<file path="src/rtl/quadenc_pkg.sv">
// Shared types and constants for the quadrature encoder counter with index support.
package quadenc_pkg;

    typedef enum logic [1:0] {
        IDLE     = 2'd0,
        ARMED    = 2'd1,
        CAPTURED = 2'd2
    } idx_state_e;

    localparam int QUAD_X4 = 0;
    localparam int QUAD_X2 = 1;
    localparam int QUAD_X1 = 2;

    localparam int FILT_W = 8;

endpackage

</file>
<file path="src/rtl/quadenc_filter.sv">
// Two-flop synchroniser followed by a stability filter: the output follows the
// synchronised input only after it has differed for FILTER_LEN consecutive cycles.
module quadenc_filter
    import quadenc_pkg::*;
#(
    parameter int FILTER_LEN = 4
) (
    input  logic clk,
    input  logic rst_n,
    input  logic din,
    output logic dout
);

    localparam logic [FILT_W-1:0] LAST = FILT_W'(FILTER_LEN - 1);

    logic              sync1;
    logic              sync2;
    logic [FILT_W-1:0] fcnt;

    always_ff @(posedge clk or negedge rst_n) begin
        if (!rst_n) begin
            sync1 <= 1'b0;
            sync2 <= 1'b0;
            fcnt  <= '0;
            dout  <= 1'b0;
        end else begin
            sync1 <= din;
            sync2 <= sync1;
            if (sync2 == dout) begin
                fcnt <= '0;
            end else if (fcnt == LAST) begin
                dout <= sync2;
                fcnt <= '0;
            end else begin
                fcnt <= fcnt + 1'b1;
            end
        end
    end

endmodule

</file>
<file path="src/rtl/quadencoderz_filt.sv">
// Filtered quadrature counter with index arming/capture, preset load and a sticky
// illegal-transition flag.
module quadencoderz_filt
    import quadenc_pkg::*;
#(
    parameter int BITS       = 32,
    parameter int QUAD_TYPE  = QUAD_X4,
    parameter int FILTER_LEN = 4
) (
    input  logic                   clk,
    input  logic                   rst_n,
    input  logic                   a,
    input  logic                   b,
    input  logic                   z,
    input  logic                   indexenable,
    input  logic                   cntreset,
    input  logic                   load,
    input  logic signed [BITS-1:0] preset,
    input  logic                   err_clr,
    output logic                   indexout,
    output logic signed [BITS-1:0] index_pos,
    output logic signed [BITS-1:0] position,
    output logic                   direction,
    output logic                   quad_err
);

    localparam logic signed [BITS-1:0] ONE   = {{(BITS-1){1'b0}}, 1'b1};
    localparam logic signed [BITS-1:0] M_ONE = {BITS{1'b1}};

    logic fa, fb, fz;
    logic ap, bp, zp;
    logic step, up, err_evt, zrise, capture;
    logic signed [BITS-1:0] count;
    logic signed [BITS-1:0] count_nxt;
    idx_state_e state;

    quadenc_filter #(.FILTER_LEN(FILTER_LEN)) u_filt_a (.clk(clk), .rst_n(rst_n), .din(a), .dout(fa));
    quadenc_filter #(.FILTER_LEN(FILTER_LEN)) u_filt_b (.clk(clk), .rst_n(rst_n), .din(b), .dout(fb));
    quadenc_filter #(.FILTER_LEN(FILTER_LEN)) u_filt_z (.clk(clk), .rst_n(rst_n), .din(z), .dout(fz));

    assign step     = (fa ^ ap) ^ (fb ^ bp);
    assign up       = fa ^ bp;
    assign err_evt  = (fa ^ ap) & (fb ^ bp);
    assign zrise    = fz & ~zp;
    assign capture  = (state == ARMED) && zrise;
    assign position = count >>> QUAD_TYPE;

    // Load beats an index reset, which beats a plain step; a step coincident with
    // an index reset still counts from zero.
    always_comb begin
        count_nxt = count;
        if (load) begin
            count_nxt = preset;
        end else if (capture && cntreset) begin
            count_nxt = step ? (up ? ONE : M_ONE) : '0;
        end else if (step) begin
            count_nxt = up ? count + ONE : count - ONE;
        end
    end

    always_ff @(posedge clk or negedge rst_n) begin
        if (!rst_n) begin
            ap        <= 1'b0;
            bp        <= 1'b0;
            zp        <= 1'b0;
            count     <= '0;
            direction <= 1'b0;
            quad_err  <= 1'b0;
        end else begin
            ap    <= fa;
            bp    <= fb;
            zp    <= fz;
            count <= count_nxt;
            if (step && !load) begin
                direction <= up;
            end
            if (err_evt) begin
                quad_err <= 1'b1;
            end else if (err_clr) begin
                quad_err <= 1'b0;
            end
        end
    end

    // Index arming FSM; capture takes precedence over disarm in the same cycle.
    always_ff @(posedge clk or negedge rst_n) begin
        if (!rst_n) begin
            state     <= IDLE;
            indexout  <= 1'b0;
            index_pos <= '0;
        end else begin
            case (state)
                IDLE: begin
                    if (indexenable) begin
                        state    <= ARMED;
                        indexout <= 1'b1;
                    end
                end
                ARMED: begin
                    if (zrise) begin
                        state     <= CAPTURED;
                        indexout  <= 1'b0;
                        index_pos <= position;
                    end else if (!indexenable) begin
                        state    <= IDLE;
                        indexout <= 1'b0;
                    end
                end
                CAPTURED: begin
                    if (!indexenable) begin
                        state <= IDLE;
                    end
                end
                default: begin
                    state    <= IDLE;
                    indexout <= 1'b0;
                end
            endcase
        end
    end

endmodule

</file>
<file path="config.mk">
export PLATFORM = sky130hd
export DESIGN_NAME = quadencoderz_filt
export DESIGN_NICKNAME = d
export VERILOG_FILES = /design/src/rtl/quadenc_pkg.sv /design/src/rtl/quadenc_filter.sv /design/src/rtl/quadencoderz_filt.sv
export SDC_FILE = /design/constraint.sdc
export NUM_CORES = 1
export LEC_CHECK = 0
export CAP_MARGIN = 20
export CORE_ASPECT_RATIO = 1.75
export CORE_MARGIN = 2
export CORE_UTILIZATION = 54
export CTS_CLUSTER_SIZE = 10
export DETAILED_ROUTE_END_ITERATION = 10
export GPL_ROUTABILITY_DRIVEN = 0
export PLACE_DENSITY_LB_ADDON = 0.12
export REMOVE_ABC_BUFFERS = 1
export SLEW_MARGIN = 25
export SYNTH_ARGS = -nofsm -noshare
export SYNTH_HDL_FRONTEND = slang
export SYNTH_SLANG_ARGS = --single-unit
</file>
<file path="constraint.sdc">
create_clock -name clk -period 3.7 [get_ports clk]
set_clock_uncertainty 0.05 [all_clocks]
set_input_delay 0.925 -clock clk [delete_from_list [all_inputs] [get_ports clk]]
set_output_delay 0.925 -clock clk [all_outputs]
set_load 0.02 [all_outputs]
</file>
==> impl_metrics.toml, run 1 <==
[floorplan]
die_h_um = 149
design.core.area_um2 = 11900
die_x_um = 86.8
die_area_um2 = 12900
start_util_pct = 54.6
ios = 108
rows = 53

[routing]
vias_per_cell = 6.45
num_vias = 6079
avgRoutedWirePerCell_um = 20.7
drt_iter0_drc = 430
wl_met2_um = 10200
met3_length_um = 952
wirelength_um = 19500
drc = 0
drt-pass1-iter-count = 5
top_layer = "met4"
wirelength_met1_um = 6930
ant_nets = 0

[synth]
synth-edff-count = 0
ys_seq_elements = 105
synthAdderAreaFrac_pct = 0.965
synth_top_cell_area_share_pct = 40.5
synth_xor_area_share_pct = 6.44
async_flop_share_pct = 100
synth_cells = 715
ys_types = 77
ys_warn_count = 0
yosys-top-cells-count = "105 x dfrtp_1, 61 x nand2_1, 56 x nor2_1"
synth_mux_area_share_pct = 7.99
synth_compound_area_share_pct = 17.5
yosysSeqAreaShare_pct = 40.5
synthSimpleGateAreaFrac_pct = 22.0
synth_top_family_by_area = "simple AND/OR/NAND/NOR gates"
synth.area.top_cells = "dfrtp_1 41%, mux2_2 6.4%, a21oi_1 3.7%"
yosys_most_used_dff = "dfrtp_1"
avgSynthCellArea_um2 = 9.07
synth_area_leader_cell = "dfrtp_1"
synth.most_common_cell = "dfrtp_1"
syn_area_um2 = 6490

[sta]
fmax_mhz = 319
setup_viol = 0
hold_viol_final = 0
period_needed_ns = 3.14
fin_crit_sh_pct = 84.8
max_slew_margin_pct = 42.8
tightest_slew_ns = 0.858
rsz0062_at_grt = "no"
finalMaxSlewViolations = 0

[layout]
postLayoutCoreUtil_pct = 67.2
area_delta_synth_final_pct = 23.1
fillers = 979
fin_nets = 847
fin_cells = 943
finalInstanceArea_um2 = 7980
n_antenna_cell = 0
drive_above_1_share_pct = 12.7

[placed_design]
placed_cells = 927
dp_hpwl_um = 14400
dpl_cell_area_um2 = 7700
numPortBuffers = 107

[clock_network]
cts_tree = "done"
insertion_delay_ns = 0.36
cts_sinks = 105
htree_levels = 3
cts_root_buf = "clkbuf_16"
clk_pin_slew_ns = 0.07
cts_hold_buffers = 0
cts_setup_buffers = 0
cts_buffer_depth = 2
numCtsBuffers = 9
cts_resized = 0

[min_path]
whs_endpoint = "u_filt_b.sync2"
hp-start = "u_filt_b.sync1"
holdPathStages = 0
hold_path.class = "register to register"

[critical_path]
timing.rr.start = "u_filt_a.dout"
cp.required_ns = 3.89
cp-startpoint = "u_filt_a.dout"
crit_fanout = 6
criticalPathCategory = "register to register"
r2r-end = "position[26]"
startpoint_type = "register"
reg2reg_depth = 10
reg2reg_setup_slack_ns = 0.56
crit_path_end_kind = "register"
cp.arrival_ns = 3.33

[power_and_ir_drop]
p_leak_uw = 0.00314
cellPowerDensity_nw_per_um2 = 1000
max-vdd-ir-drop_mv = 0.627
total_power_uw = 7980

[global_route]
antenna_found_initial = 0
grt_pass1_wl_um = 30800
grt_pass1_vias = 6156
grt_max_degree = 64
grt_use_total_pct = 30.8
grt_overflow = 0

[run_status]
run_status = "complete, no violations"

[flow_run]
max_cap_viol_count = 0
cells in the final DEF (no fill, tap or decap), drive strengths merged, types with 3 or more instances in the layout:
master,netlist,final
mux2i,9,9
a211oi,3,3
nand3,37,37
and4,6,6
nor3,33,33
a31oi,14,14
or4,4,4
a21boi,4,4
xor2,26,26
buf,20,27
a31o,4,4
o21a,4,4
o31ai,10,10
nor4b,5,5
clkinvlp,0,3
clkbuf,38,10
o21ai,33,33
inv,12,14
nor4,15,15
ha,5,5
nand2,61,61
a32o,7,7
a21oi,48,48
and3,12,12
clkdlybuf4s50,0,106
xnor2,20,20
nor2,56,56
and2,11,11
or3,8,8
o22ai,8,8
a221o,3,3
dfrtp,105,105
mux2,38,38
a41oi,3,3
nand4,9,9
nand2b,9,9
flip-flops by register name (all words and copies together), names as in the netlist, 2 cells and up:
register	count
position	32
state	2
u_filt_b.fcnt	8
u_filt_a.fcnt	8
index_pos	32
u_filt_z.fcnt	8
how the worst max path moves through the flow:
| stage | cells after the start | slack, ns | to |
|---|---|---|---|
| after floorplan | 6 | -2.42 | position[22] |
| after global placement | 10 | 0.73 | position[26] |
| after detailed placement | 10 | 0.60 | position[26] |
| after CTS | 10 | 0.59 | position[26] |
| after global routing | 10 | 0.36 | position[26] |
| final | 10 | 0.56 | position[26] |
per-layer routing:
layer  vias up  GRT usage (%)
met1      2945           32.9
met3        85           5.37
met4         0           22.0
met2       269           53.3
li1       2780              -
met5         -              0
metrics by stage:
step	setup TNS (ns)	setup WS (ns)	hold WS (ns)
after CTS	0	0.588	0.307
after global placement	0	0.725	0.286
final	0	0.561	0.305
after floorplan	-86.65	-2.42	0.281
after global routing	0	0.358	0.321
after detailed placement	0	0.600	0.290
cells by family (layout without fill, tap and decap cells):
family                     after synthesis  count (layout)
xor gates and xnor gates                46              46
AOI/OAI and AO/OA                      167             167
DFF                                    105             105
and+or+nand+nor                        275             275
muxes                                   47              47
adders and majority gates                5               5
buffers and inverters                   70             161
layout make-up:
class / count / area [µm²] / area share [%]
clock inverters: 6 / 51.3 / 0.643
inverters: 12 / 45.0 / 0.564
well taps: 137 / 171 / 2.15
flip-flops and latches: 105 / 2630 / 32.9
clock buffers: 10 / 229 / 2.87
multi-input cells: 540 / 3590 / 45.0
repair buffers: 133 / 1260 / 15.8
power breakdown:
part | switching [µW] | internal (µW) | total (µW)
Sequential | 712 | 1600 | 2310
Clock | 457 | 466 | 923
Combinational | 2710 | 2030 | 4750
Total | 3880 | 4100 | 7980
worst max-delay path, stage by stage, from the launching register on:
cell     delay (ns)
dfrtp_1        0.63
xor2_4         0.23
xnor2_1        0.15
ha_1           0.28
nand3_1        0.13
nor2_1         0.26
o22ai_1        0.22
nor4b_2        0.43
mux2i_1        0.26
xnor2_1        0.08
a221o_1        0.32
Note: power is estimated with default switching activity, not from simulation.
==> run 2: changes to the inputs <==
Clock period 3.7 ns to 3.1 ns, I/O delays scaled along.
==> impl_metrics.toml, run 2 (same netlist as run 1, synthesis figures left out) <==
[floorplan]
die_area_um2 = 12900
start_util_pct = 54.6
design.core.area_um2 = 11900
die_x_um = 86.8
ios = 108
rows = 53
die_h_um = 149

[min_path]
hold_path.class = "register to register"

[global_route]
grt_use_total_pct = 32.6
grt_pass1_wl_um = 32500
grt_overflow = 0
grt_pass1_vias = 6325
antenna_found_initial = 0
grt_max_degree = 56

[clock_network]
cts_tree = "done"
cts_root_buf = "clkbuf_16"
numCtsBuffers = 9
cts_sinks = 105
clk_pin_slew_ns = 0.07
insertion_delay_ns = 0.36
cts_hold_buffers = 0
htree_levels = 3
cts_buffer_depth = 2

[critical_path]
crit_fanout = 5
crit_path_end_kind = "register"
cp.arrival_ns = 3.04
criticalPathCategory = "register to register"
startpoint_type = "register"
cp.required_ns = 3.29

[run_status]
run_status = "complete, no violations"

[sta]
finalMaxSlewViolations = 0
setup_viol = 0
fin_ws_ns = 0.251
rsz0062_at_grt = "no"
period_needed_ns = 2.85
whs_ns = 0.309
fin_crit_sh_pct = 91.9
hold_viol_final = 0
tightest_slew_ns = 0.717
max_slew_margin_pct = 52.2
tns_ns = 0
fmax_mhz = 351

[routing]
num_vias = 6285
drt_iter0_drc = 551
vias_per_cell = 6.52
drt-pass1-iter-count = 5
avgRoutedWirePerCell_um = 21.4
drc = 0
wirelength_um = 20600
ant_nets = 0

[power_and_ir_drop]
p_leak_uw = 0.00329
max-vdd-ir-drop_mv = 0.604
cellPowerDensity_nw_per_um2 = 1230

[layout]
final_common_cell = "clkdlybuf4s50_1"
drive_above_1_share_pct = 15.1
n_antenna_cell = 0
postLayoutCoreUtil_pct = 69.3
fillers = 961
final_cell_mix = "106 x clkdlybuf4s50_1, 104 x dfrtp_1, 61 x nand2_1"
fin_nets = 869
fin_cells = 964
area_delta_synth_final_pct = 26.9

[placed_design]
numPortBuffers = 107
dp_slack_ns = 0.237
placed_cells = 949
dp_hpwl_um = 15000

[flow_run]
max_cap_viol_count = 0
## run 2: cell count changes in the layout (fill, tap and decap cells not counted), sizes merged
cell | before | now
clkinvlp | 3 | 1
clkinv | 1 | 0
bufinv | 0 | 2
buf | 27 | 49
## run 2: worst paths after layout
kind | from | endpoint | slack (ns) | cells after the start
min | u_filt_b.sync1 | u_filt_b.sync2 | 0.31 | 0
min in group asynchronous | rst_n | u_filt_z.fcnt[4] | 0.41 | 1
max in group asynchronous | rst_n | index_pos[22] | 1.80 | 2
max reg2reg | bp | position[24] | 0.25 | 10
max | bp | position[24] | 0.25 | 10
min reg2reg | u_filt_b.sync1 | u_filt_b.sync2 | 0.31 | 0
## run 2: power by group
group          switching (µW)  internal, µW  leakage (µW)  total (µW)
combinational            3470          2660       0.00186        6130
sequential                789          1910       0.00127        2700
clock                     538           735      0.000157        1270
## run 2: per-layer routing
| layer | vias to the layer above | part of all wire [%] | GRT usage, % |
|---|---|---|---|
| met3 | 109 | 6.4 | 4.87 |
| met4 | 0 | 7.1 | 22.5 |
| li1 | 2824 | - | - |
| met5 | - | 0 | 0 |
| met2 | 347 | 52 | 56.4 |
| met1 | 3005 | 34 | 35.6 |
## run 2: stage by stage
step	power [µW]	area, µm²
global route	10700	8230
CTS	9980	8230
floorplan	6010	6230
global placement	8470	7900
detailed placement	8670	7900
finish	10100	8230
## run 2: cell type report
cell class              count  area [µm²]  area share, %
repair buffers            155        1470           17.8
well taps                 137         171           2.08
clock inverters             5        87.6           1.06
inverters                  12        45.0          0.547
clock buffers              10         239           2.90
multi-input cells         540        3590           43.7
flip-flops and latches    105        2630           31.9
## run 2: repair_timing
| action | in CTS | in global routing |
|---|---|---|
| endpoints found under the setup margin | 0 | 1 |
| resized for setup | 0 | 1 |
| buffers inserted | 0 | 0 |
## run 2: critical path: stages (launching register included)
cell and delay (ns):
dfrtp_2 0.48, xor2_4 0.24, xnor2_1 0.15, ha_1 0.27
nand3_1 0.12, a21boi_1 0.19, nor3b_2 0.22, nor4_1 0.37
mux2i_1 0.28, xnor2_1 0.08, a221o_1 0.28
==> run 3: changes to the inputs <==
Settings changed: CORE_MARGIN 2 to default, GPL_TIMING_DRIVEN from default to 0.
==> impl_metrics.toml, run 3 (same netlist as run 1, synthesis figures left out) <==
[run_status]
run_status = "complete, but fails checks"
violations = "DRC"

[critical_path]
crit_fanout = 6
startpoint_type = "register"
reg2reg_depth = 10
cp.arrival_ns = 3.20
cp.required_ns = 3.29
crit_path_end_kind = "register"
timing.rr.start = "u_filt_a.dout"
r2r-end = "position[24]"
criticalPathCategory = "register to register"
cp-startpoint = "u_filt_a.dout"
reg2reg_setup_slack_ns = 0.09

[clock_network]
clk_pin_slew_ns = 0.08
cts_buffer_depth = 2
insertion_delay_ns = 0.35
cts_root_buf = "clkbuf_16"
cts_tree = "done"
htree_levels = 3
cts_sinks = 105
cts_hold_buffers = 0
numCtsBuffers = 9

[layout]
n_antenna_cell = 0
final_cell_mix = "105 x clkdlybuf4s50_1, 103 x dfrtp_1, 60 x nand2_1"
fin_nets = 839
area_delta_synth_final_pct = 24.7
final_common_cell = "clkdlybuf4s50_1"
drive_above_1_share_pct = 13.5
seq_area_um2 = 2630
finalInstanceArea_um2 = 8090
multi_input_area_um2 = 3660
fillers = 917

[global_route]
grt_pass1_vias = 5973
grt_max_degree = 68
grt_pass1_wl_um = 29700
grt_overflow = 0
grt_use_met3_pct = 3.99
grt_use_total_pct = 30.4
antenna_found_initial = 0
grtUsageMet1_pct = 33.4
gr-usage-met2_pct = 54.9
grt_busiest_layer = "met2"

[placed_design]
dp_slack_ns = -0.753
dp_hpwl_um = 13100
dpl_cell_area_um2 = 7650
numPortBuffers = 107

[sta]
tns_ns = 0
max_slew_margin_pct = 51.3
fin_ws_ns = 0.0916
fin_crit_sh_pct = 97.0
tightest_slew_ns = 0.724
setup_viol = 0
hold_viol_final = 0
period_needed_ns = 3.01
fmax_mhz = 332
finalMaxSlewViolations = 0

[routing]
num_vias = 6003
vias_per_cell = 6.43
drt-pass1-iter-count = 9
ant_nets = 0
wirelength_um = 18500
drt_iter0_drc = 413
drc = 8
avgRoutedWirePerCell_um = 19.8

[floorplan]
die_h_um = 147
die_area_um2 = 12500
start_util_pct = 55.7
die_x_um = 84.8
ios = 108
rows = 52
design.core.area_um2 = 11600

[flow_run]
max_cap_viol_count = 0

[power_and_ir_drop]
cellPowerDensity_nw_per_um2 = 1190
p_leak_uw = 0.00316
max-vdd-ir-drop_mv = 0.892

[min_path]
hold_path.class = "input pin to async pin"
[run 3: cell count changes in the layout (fill, tap and decap cells not counted), sizes merged]
cell	before	now
clkinvlp	1	3
buf	49	19
inv	14	15
xor2	26	27
clkdlybuf4s50	106	105
bufinv	2	1
clkbuf	10	9
[run 3: metrics by stage]
step	utilization, %	cells	hold slack [ns]	power, µW
floorplan	-	657	0.281	6010
global placement	64.1	899	0.290	7830
detailed placement	65.7	907	0.288	8210
CTS	68.8	925	0.276	9530
global route	69.5	933	0.294	10200
finish	69.5	933	0.265	9650
[run 3: worst max-delay path by stage]
stage          cells past startpoint  slack, ns           end
2_1_floorplan                      6      -3.02  position[22]
3_3_place_gp                       6      -6.52  position[22]
3_5_place_dp                      10      -0.75  position[26]
4_1_cts                            7       0.01  position[21]
5_1_grt                           10      -0.04  position[26]
6_report                          10       0.09  position[24]
[run 3: report_power, final]
group / switching [µW] / internal (µW) / total (µW)
registers: 979 / 1910 / 2890
logic: 3080 / 2500 / 5570
clock network: 551 / 643 / 1190
total: 4610 / 5050 / 9650
[run 3: repair_timing]
action                     in CTS  in global routing
pin swaps                       2                  2
setup buffers                   1                  8
gates cloned                    1                  0
setup endpoints to repair      27                 13
resized for setup               9                  4
[run 3: worst max-delay path: stages, from the launching register on]
cell	delay [ns]
dfrtp_2	0.52
xor2_4	0.22
xnor2_1	0.15
ha_2	0.26
nand3_1	0.16
a21boi_1	0.20
nor3b_2	0.21
nor4_1	0.35
mux2i_1	0.36
xnor2_1	0.11
a221o_1	0.30
[run 3: cell type report]
type	count	area share [%]
inverters	12	0.557
clock inverters	7	1.07
multi-input cells	541	45.2
repair buffers	124	15.8
clock buffers	9	2.78
well taps	135	2.09
flip-flops and latches	105	32.5
[run 3: per-layer routing]
layer  part of all wire [%]  vias to the layer above
met5                      0                        -
met1                     37                     2896
met3                    4.4                       75
met4                    5.1                        0
met2                     54                      264
li1                       -                     2768
